<file path="config.mk">
export PLATFORM = sky130hd
export DESIGN_NAME = bandpower_frame_reader
export DESIGN_NICKNAME = d
export VERILOG_FILES = /design/src/rtl/bandpower_frame_reader_pkg.sv /design/src/rtl/bandpower_capture_slot.sv /design/src/rtl/bandpower_frame_reader.sv
export SDC_FILE = /design/constraint.sdc
export NUM_CORES = 1
export LEC_CHECK = 0
export CAP_MARGIN = 20
export CORE_ASPECT_RATIO = 0.9
export CORE_MARGIN = 3
export CORE_UTILIZATION = 30
export DETAILED_ROUTE_END_ITERATION = 12
export PLACE_DENSITY = 0.55
export SLEW_MARGIN = 10
export SYNTH_ARGS = -nofsm -noshare
export SYNTH_HDL_FRONTEND = slang
export SYNTH_SLANG_ARGS = --single-unit
</file>
<file path="constraint.sdc">
create_clock -name clk -period 2.85 [get_ports clk]
set_input_delay 0.57 -clock clk [delete_from_list [all_inputs] [get_ports clk]]
set_output_delay 0.57 -clock clk [all_outputs]
set_load 0.01 [all_outputs]
</file>
<file path="src/rtl/bandpower_frame_reader_pkg.sv">
// Shared definitions for the bandpower frame reader.
//   PWR_W       : native bandpower sample width
//   state_e     : frame serialiser states
//   band_idx_w  : width of a band index for a given band count
//   clamp_pwr   : signed-to-unsigned clamp (negative -> 0) for widths up to 32 bits
package bandpower_frame_reader_pkg;

    localparam int unsigned PWR_W = 16;
    localparam int unsigned SEQ_W = 8;

    typedef enum logic [0:0] {StIdle, StSend} state_e;

    function automatic int unsigned band_idx_w(input int unsigned n);
        return (n > 1) ? $clog2(n) : 1;
    endfunction

    // v carries a w-bit signed value in its low bits; upper bits are ignored.
    function automatic logic [31:0] clamp_pwr(input logic [31:0] v, input int unsigned w);
        logic [31:0] mask;
        mask = (w >= 32) ? '1 : ((32'd1 << w) - 32'd1);
        return v[w-1] ? '0 : (v & mask);
    endfunction

endpackage

</file>
<file path="src/rtl/bandpower_capture_slot.sv">
// Single-band capture slot: holds the newest clamped result of one bandpower channel.
//   clk, rst_n : clock, synchronous active-low reset
//   power_in   : signed band power, valid when done_in=1
//   done_in    : 1-cycle result strobe
//   take       : frame transfer is copying this slot this cycle
//   value      : stored clamped power
//   pending    : slot holds a result not yet moved into a frame
//   overrun    : a result is overwriting an unconsumed one this cycle
module bandpower_capture_slot
    import bandpower_frame_reader_pkg::*;
#(
    parameter int unsigned W = PWR_W
) (
    input  logic         clk,
    input  logic         rst_n,
    input  logic [W-1:0] power_in,
    input  logic         done_in,
    input  logic         take,
    output logic [W-1:0] value,
    output logic         pending,
    output logic         overrun
);

    logic [W-1:0] value_q, value_d;
    logic         pending_q, pending_d;

    always_comb begin
        value_d   = value_q;
        pending_d = pending_q;
        if (done_in) begin
            // A strobe on the transfer cycle stays pending for the next frame.
            value_d   = W'(clamp_pwr(32'(power_in), W));
            pending_d = 1'b1;
        end else if (take) begin
            pending_d = 1'b0;
        end
    end

    always_ff @(posedge clk) begin
        if (!rst_n) begin
            value_q   <= '0;
            pending_q <= 1'b0;
        end else begin
            value_q   <= value_d;
            pending_q <= pending_d;
        end
    end

    assign value   = value_q;
    assign pending = pending_q;
    assign overrun = done_in & pending_q & ~take;

endmodule

</file>
<file path="src/rtl/bandpower_frame_reader.sv">
// Collects one result per bandpower channel into a frame and serialises it, one band per
// beat, over a valid/ready stream.
//   clk, rst_n  : clock, synchronous active-low reset
//   power_in    : NUM_BANDS signed samples, band b at [b*W +: W]
//   done_in     : per-band 1-cycle result strobes
//   m_valid/m_ready/m_data/m_band/m_last/m_seq : output stream (m_seq constant per frame)
//   pending     : capture slot occupancy
//   overrun_cnt : saturating count of cycles in which a pending capture was overwritten
module bandpower_frame_reader
    import bandpower_frame_reader_pkg::*;
#(
    parameter int unsigned NUM_BANDS = 4,
    parameter int unsigned W         = PWR_W,
    parameter int unsigned OVR_W     = 8,
    localparam int unsigned BW       = band_idx_w(NUM_BANDS)
) (
    input  logic                   clk,
    input  logic                   rst_n,
    input  logic [NUM_BANDS*W-1:0] power_in,
    input  logic [NUM_BANDS-1:0]   done_in,
    output logic                   m_valid,
    input  logic                   m_ready,
    output logic [W-1:0]           m_data,
    output logic [BW-1:0]          m_band,
    output logic                   m_last,
    output logic [SEQ_W-1:0]       m_seq,
    output logic [NUM_BANDS-1:0]   pending,
    output logic [OVR_W-1:0]       overrun_cnt
);

    state_e             state_q, state_d;
    logic [W-1:0]       cap_val [NUM_BANDS];
    logic [W-1:0]       frame_q [NUM_BANDS];
    logic [W-1:0]       frame_d [NUM_BANDS];
    logic [NUM_BANDS-1:0] ovr;
    logic               take;
    logic               m_valid_q, m_valid_d;
    logic [W-1:0]       m_data_q, m_data_d;
    logic [BW-1:0]      m_band_q, m_band_d, band_next;
    logic               m_last_q, m_last_d;
    logic [SEQ_W-1:0]   m_seq_q, m_seq_d;
    logic [OVR_W-1:0]   ovr_cnt_q, ovr_cnt_d;

    assign take = (state_q == StIdle) && (&pending);

    for (genvar g = 0; g < NUM_BANDS; g++) begin : g_slot
        bandpower_capture_slot #(
            .W (W)
        ) u_slot (
            .clk      (clk),
            .rst_n    (rst_n),
            .power_in (power_in[g*W +: W]),
            .done_in  (done_in[g]),
            .take     (take),
            .value    (cap_val[g]),
            .pending  (pending[g]),
            .overrun  (ovr[g])
        );
    end

    assign band_next = m_band_q + 1'b1;

    always_comb begin
        state_d   = state_q;
        frame_d   = frame_q;
        m_valid_d = m_valid_q;
        m_data_d  = m_data_q;
        m_band_d  = m_band_q;
        m_last_d  = m_last_q;
        m_seq_d   = m_seq_q;
        ovr_cnt_d = ovr_cnt_q;

        // Several slots overrunning in one cycle count once.
        if ((|ovr) && (ovr_cnt_q != '1)) begin
            ovr_cnt_d = ovr_cnt_q + 1'b1;
        end

        unique case (state_q)
            StIdle: begin
                if (take) begin
                    frame_d   = cap_val;
                    state_d   = StSend;
                    m_valid_d = 1'b1;
                    m_band_d  = '0;
                    m_last_d  = (NUM_BANDS == 1);
                    m_data_d  = cap_val[0];
                end
            end
            StSend: begin
                if (m_valid_q && m_ready) begin
                    if (m_last_q) begin
                        m_valid_d = 1'b0;
                        m_seq_d   = m_seq_q + 1'b1;
                        state_d   = StIdle;
                    end else begin
                        m_band_d = band_next;
                        m_last_d = (band_next == BW'(NUM_BANDS - 1));
                        m_data_d = frame_q[band_next];
                    end
                end
            end
            default: state_d = StIdle;
        endcase
    end

    always_ff @(posedge clk) begin
        if (!rst_n) begin
            state_q   <= StIdle;
            for (int i = 0; i < NUM_BANDS; i++) begin
                frame_q[i] <= '0;
            end
            m_valid_q <= 1'b0;
            m_data_q  <= '0;
            m_band_q  <= '0;
            m_last_q  <= 1'b0;
            m_seq_q   <= '0;
            ovr_cnt_q <= '0;
        end else begin
            state_q   <= state_d;
            frame_q   <= frame_d;
            m_valid_q <= m_valid_d;
            m_data_q  <= m_data_d;
            m_band_q  <= m_band_d;
            m_last_q  <= m_last_d;
            m_seq_q   <= m_seq_d;
            ovr_cnt_q <= ovr_cnt_d;
        end
    end

    assign m_valid     = m_valid_q;
    assign m_data      = m_data_q;
    assign m_band      = m_band_q;
    assign m_last      = m_last_q;
    assign m_seq       = m_seq_q;
    assign overrun_cnt = ovr_cnt_q;

endmodule

</file>
==> results of run 1 <==
[cells in the mapped netlist, drive strengths merged (5+ instances only)]
master / instances
nor2b: 37
inv: 5
o22ai: 9
mux2i: 24
clkbuf: 20
a22oi: 8
dfxtp: 160
o21ai: 20
nand4: 6
nand2b: 5
and2b: 25
mux4: 7
a21oi: 141
buf: 37
nand2: 136
nor2: 71
[flip-flops by register name, indices dropped and copies added, names as in the netlist]
name	count
m_seq	8
overrun_cnt	8
m_band	2
m_last	1
state_q	1
g_slot.u_slot.pending	4
m_valid	1
frame_q	60
g_slot.u_slot.value	60
m_data	15
[cell families (layout without fill, tap and decap cells)]
family                     after synthesis  in the layout  share of synthesized area
and+or+nand+nor                        304            304                      0.219
AOI/OAI and AO/OA                      190            190                      0.162
DFF                                    160            160                      0.493
buffers and inverters                   62            167                     0.0495
muxes                                   32             32                     0.0630
xor gates and xnor gates                 5              5                    0.00675
adders and majority gates                3              3                    0.00578
other                                    1              1                   0.000578
[path summary, 6_finish.rpt]
| kind | endpoint | depth (start not counted) |
|---|---|---|
| setup / recovery | m_band[0] | 2 |
| hold / removal | frame_q[44] | 2 |
| setup reg to reg | m_data[10] | 6 |
| hold reg to reg | frame_q[44] | 2 |
[where the power goes]
part           switching (uW)  total (uW)  internal [uW]
sequential               31.3        2310           2280
clock                     927        2260           1330
combinational             156         331            175
total                    1110        4900           3790
[routing by layer]
| layer | vias to the layer above | share of wire | global-route usage |
|---|---|---|---|
| met5 | - | 0 | 0 |
| li1 | 2730 | - | - |
| met4 | 0 | 0.0067 | 0.0335 |
| met1 | 2546 | 0.47 | 0.212 |
| met2 | 107 | 0.47 | 0.240 |
| met3 | 6 | 0.048 | 0.0418 |
[worst max-delay path, delay by kind of cell, from the launching register on]
family	cells	cell delay, ns
buf+inv	2	1.07
flops	1	0.33
[through the flow]
stage          total power, uW  setup WS (ns)
3_5_place_dp              2700          0.606
3_3_place_gp              2690          0.630
6_report                  4900          0.453
5_1_grt                   5080          0.358
4_1_cts                   4950          0.390
2_1_floorplan             2510          0.711
[layout make-up]
| class | instances | area [sq um] |
|---|---|---|
| repair buffers | 130 | 1290 |
| multi-input cells | 535 | 2970 |
| clock buffers | 22 | 464 |
| inverters | 5 | 21.3 |
| flip-flops and latches | 160 | 3200 |
| fillers | 2194 | 12600 |
| clock inverters | 10 | 111 |
| well taps | 286 | 358 |
==> results.json, run 1 <==
{
  "leakagePower_uw": 0.00292,
  "grt_overflow_total": 0,
  "hold_ws_ns": 0.449,
  "ctsResizeCount": 0,
  "ant_nets": 0,
  "final_common_cell": "dfxtp_1",
  "setup.worst_path.start_class": "flop",
  "final_cell_mix": "dfxtp_1, a21oi_1, nand2_1",
  "synthesis.instances": 757,
  "avgViaCountPerCell": 4.69,
  "cts_tree": "built",
  "syn_area_sq_um": 6490,
  "stdcell_area_sq_um": 8420,
  "gp_congestion": 0.747,
  "fin_skew_ns": 0.0127,
  "placed_area_sq_um": 7840,
  "root_buffer": "clkbuf_16",
  "period_share": 0.841,
  "timing.rr.start": "m_band[0]",
  "synth-async-reset-ratio": 0,
  "gr-usage-all-layers": 0.153,
  "io_pins": 111,
  "dp_hpwl_um": 12500,
  "crit_path_max_fanout": 25,
  "cts.sinks": 160,
  "synth_flop_cell": "dfxtp_1",
  "insertion_delay_ns": 0.43,
  "tns_ns": 0,
  "rows": 50,
  "worst-setup-path-type": "reg2out",
  "synth_edf_count": 0,
  "num_vias": 5389,
  "max_stage_delay_ns": 0.66,
  "startpoint": "m_band[0]",
  "start_util": 0.309,
  "dieHeight_um": 146,
  "route.detailed.wl_per_inst_um": 15.7,
  "reg2reg_slack_ns": 0.79,
  "design.core.area_sq_um": 21000,
  "cts_buffer_depth": 2,
  "hold_class": "reg2reg",
  "hold_viol": 0,
  "ys_top_cells_by_area": "dfxtp_1, a21oi_1, nand2_1",
  "hold_buffers": 0,
  "drtIter0Drc": 363,
  "synth_nets": 831,
  "drive_gt1_frac": 0.0766,
  "critPathCaptureType": "output port",
  "rsz0062_at_grt": "false",
  "drtPass1Iterations": 5,
  "dieWidth_um": 161,
  "critPathSlowestCell": "clkdlybuf4s50_1",
  "fin_util": 0.400,
  "path_cells": "buf_4 -> clkdlybuf4s50_1",
  "diodes": 0,
  "finalSetupViolCount": 0,
  "synth-seq-cells": 160,
  "nets": 923,
  "yosysUniqueCellTypes": 45,
  "synth.avg_cell_area_sq_um": 8.57,
  "cts_made_buffers": 17,
  "drc": 0,
  "clk_pin_slew_ns": 0.06,
  "yosysTopAreaCell": "dfxtp_1",
  "min-delay-start": "g_slot[1].u_slot.value[12]",
  "cellPowerDensity_nw_per_um2": 582,
  "syn2layout_area_growth_pct": 29.7,
  "finalNonFillerCells": 1148,
  "status": "completed",
  "wl_um": 18000,
  "yosysTopAreaCellShare": 0.493,
  "maxCapViolations": 0,
  "slew_headroom": 0.525,
  "slew_viol_final": 0,
  "tightest_slew_ns": 0.712,
  "required_ns": 2.28,
  "yosys_warnings": 0,
  "postCtsSetupRepairBufs": 0,
  "antenna_found_initial": 0,
  "vdd_drop_max_mv": 0.343,
  "critPathArrivalTime_ns": 1.83,
  "place_inst": 1116,
  "fmax_mhz": 417,
  "die_area_sq_um": 23400,
  "grt_start_max_net_pins": 68,
  "period_minus_slack_ns": 2.40,
  "grt_pass1_vias": 5169,
  "h-tree-depth": 4,
  "grt_first_pass_wirelength_um": 28400,
  "port_buffers": 109,
  "ys_seq_area_frac": 0.493
}
No activity file was read; power rests on OpenSTA's default activity.
==> inputs of run 2 (changes only) <==
==> constraint.sdc (replaced) <==
create_clock -name clk -period 2.5 [get_ports clk]
set_input_delay 0.5 -clock clk [delete_from_list [all_inputs] [get_ports clk]]
set_output_delay 0.5 -clock clk [all_outputs]
set_load 0.01 [all_outputs]
==> results.json, run 2 (synthesis gave the netlist of run 1 again) <==
{
  "hold_viol": 0,
  "crit_path_max_fanout": 25,
  "leakagePower_uw": 0.00297,
  "num_vias": 5339,
  "final_cell_mix": "dfxtp_1, a21oi_1, nand2_1",
  "vdd_drop_max_mv": 0.449,
  "grt_pass1_vias": 5222,
  "postCtsSetupRepairBufs": 0,
  "fin_skew_ns": 0.00851,
  "clk_pin_slew_ns": 0.06,
  "total_power_uw": 5970,
  "io_pins": 111,
  "rsz0062_at_grt": "false",
  "max_stage_delay_ns": 0.65,
  "drtPass1Iterations": 4,
  "cts_buffer_depth": 2,
  "dieHeight_um": 146,
  "tightest_slew_ns": 0.521,
  "required_ns": 2.00,
  "drtIter0Drc": 359,
  "placed_area_sq_um": 7870,
  "stdcell_area_sq_um": 8540,
  "avgViaCountPerCell": 4.65,
  "hold_buffers": 0,
  "grt_overflow_total": 0,
  "cts_made_buffers": 17,
  "setup.worst_path.start_class": "flop",
  "gr-usage-all-layers": 0.155,
  "nets": 923,
  "crit_family": "buffers and inverters",
  "finalSetupViolCount": 0,
  "dieWidth_um": 161,
  "status": "completed",
  "h-tree-depth": 4,
  "fin_util": 0.406,
  "port_buffers": 109,
  "die_area_sq_um": 23400,
  "start_util": 0.309,
  "syn2layout_area_growth_pct": 31.6,
  "cellPowerDensity_nw_per_um2": 699,
  "critPathSlowestCell": "clkdlybuf4s50_1",
  "insertion_delay_ns": 0.42,
  "ant_nets": 0,
  "drive_gt1_frac": 0.0800,
  "final_common_cell": "dfxtp_1",
  "period_minus_slack_ns": 2.31,
  "diodes": 0,
  "period_share": 0.924,
  "root_buffer": "clkbuf_16",
  "maxCapViolations": 0,
  "tns_ns": 0,
  "ctsResizeCount": 0,
  "design.core.area_sq_um": 21000,
  "path_buf_inv": 2,
  "cts.sinks": 160,
  "final.fill_count": 2166,
  "worst-setup-path-type": "reg2out",
  "critPathCaptureType": "output port",
  "drc": 0,
  "place_inst": 1116,
  "slew_viol_final": 0,
  "hold_class": "reg2reg",
  "critPathArrivalTime_ns": 1.81,
  "gp_congestion": 0.750,
  "dp_hpwl_um": 12500,
  "grt_first_pass_wirelength_um": 28900,
  "wl_um": 17800,
  "cts_tree": "built",
  "antenna_found_initial": 0,
  "route.detailed.wl_per_inst_um": 15.5,
  "grt_start_max_net_pins": 47,
  "path_cells": "buf_4 -> clkdlybuf4s50_1",
  "finalNonFillerCells": 1148,
  "fmax_mhz": 433,
  "rows": 50,
  "slew_headroom": 0.652
}
==> run 2: changes by cell type in the layout (fill, tap and decap cells not counted), sizes merged <==
cell and change:
bufinv +4, inv +2, clkinv -2, clkbuf -4
==> run 2: worst register-to-register path: stages (launching register included) <==
cell     delay, ns
dfxtp_1       0.46
nand4_2       0.27
or2_2         0.56
buf_12        0.27
nand2_1       0.12
a21oi_1       0.07
==> run 2: path summary, 6_finish.rpt <==
check                                          startpoint           to  slack, ns  cells after the start
worst max-delay path                            m_band[0]    m_band[0]       0.19                      2
worst min-delay path            g_slot[3].u_slot.value[7]   frame_q[7]       0.45                      2
worst max register to register   g_slot[3].u_slot.pending  frame_q[19]       0.63                      5
worst min register to register  g_slot[3].u_slot.value[7]   frame_q[7]       0.45                      2
==> run 2: layout make-up <==
cell class,instances,area [sq um],area share
inverter,5,21.3,0.00249
clock inverter,14,235,0.0275
multi-input combinational,535,2970,0.348
sequential,160,3200,0.375
tap,286,358,0.0419
clock buffer,18,439,0.0514
timing repair buffer,130,1310,0.154
==> run 2: report_power, final <==
| group | switching [uW] | internal (uW) | total (uW) |
|---|---|---|---|
| combinational | 177 | 200 | 377 |
| clock | 1060 | 1900 | 2960 |
| sequential | 36.8 | 2600 | 2640 |
| total | 1270 | 4700 | 5970 |
==> run 2: stage by stage <==
step,hold WS [ns],worst slack [ns]
5_1_grt,0.470,0.0885
3_3_place_gp,0.438,0.294
2_1_floorplan,0.427,0.361
6_report,0.452,0.190
4_1_cts,0.453,0.138
3_5_place_dp,0.445,0.319
==> run 2: routing by layer <==
| metal | share of wire | up-vias | GRT usage |
|---|---|---|---|
| met1 | 0.48 | 2512 | 0.216 |
| met2 | 0.47 | 85 | 0.241 |
| li1 | - | 2738 | - |
| met5 | 0 | - | 0 |
| met4 | 0.0049 | 0 | 0.0314 |
| met3 | 0.045 | 4 | 0.0418 |
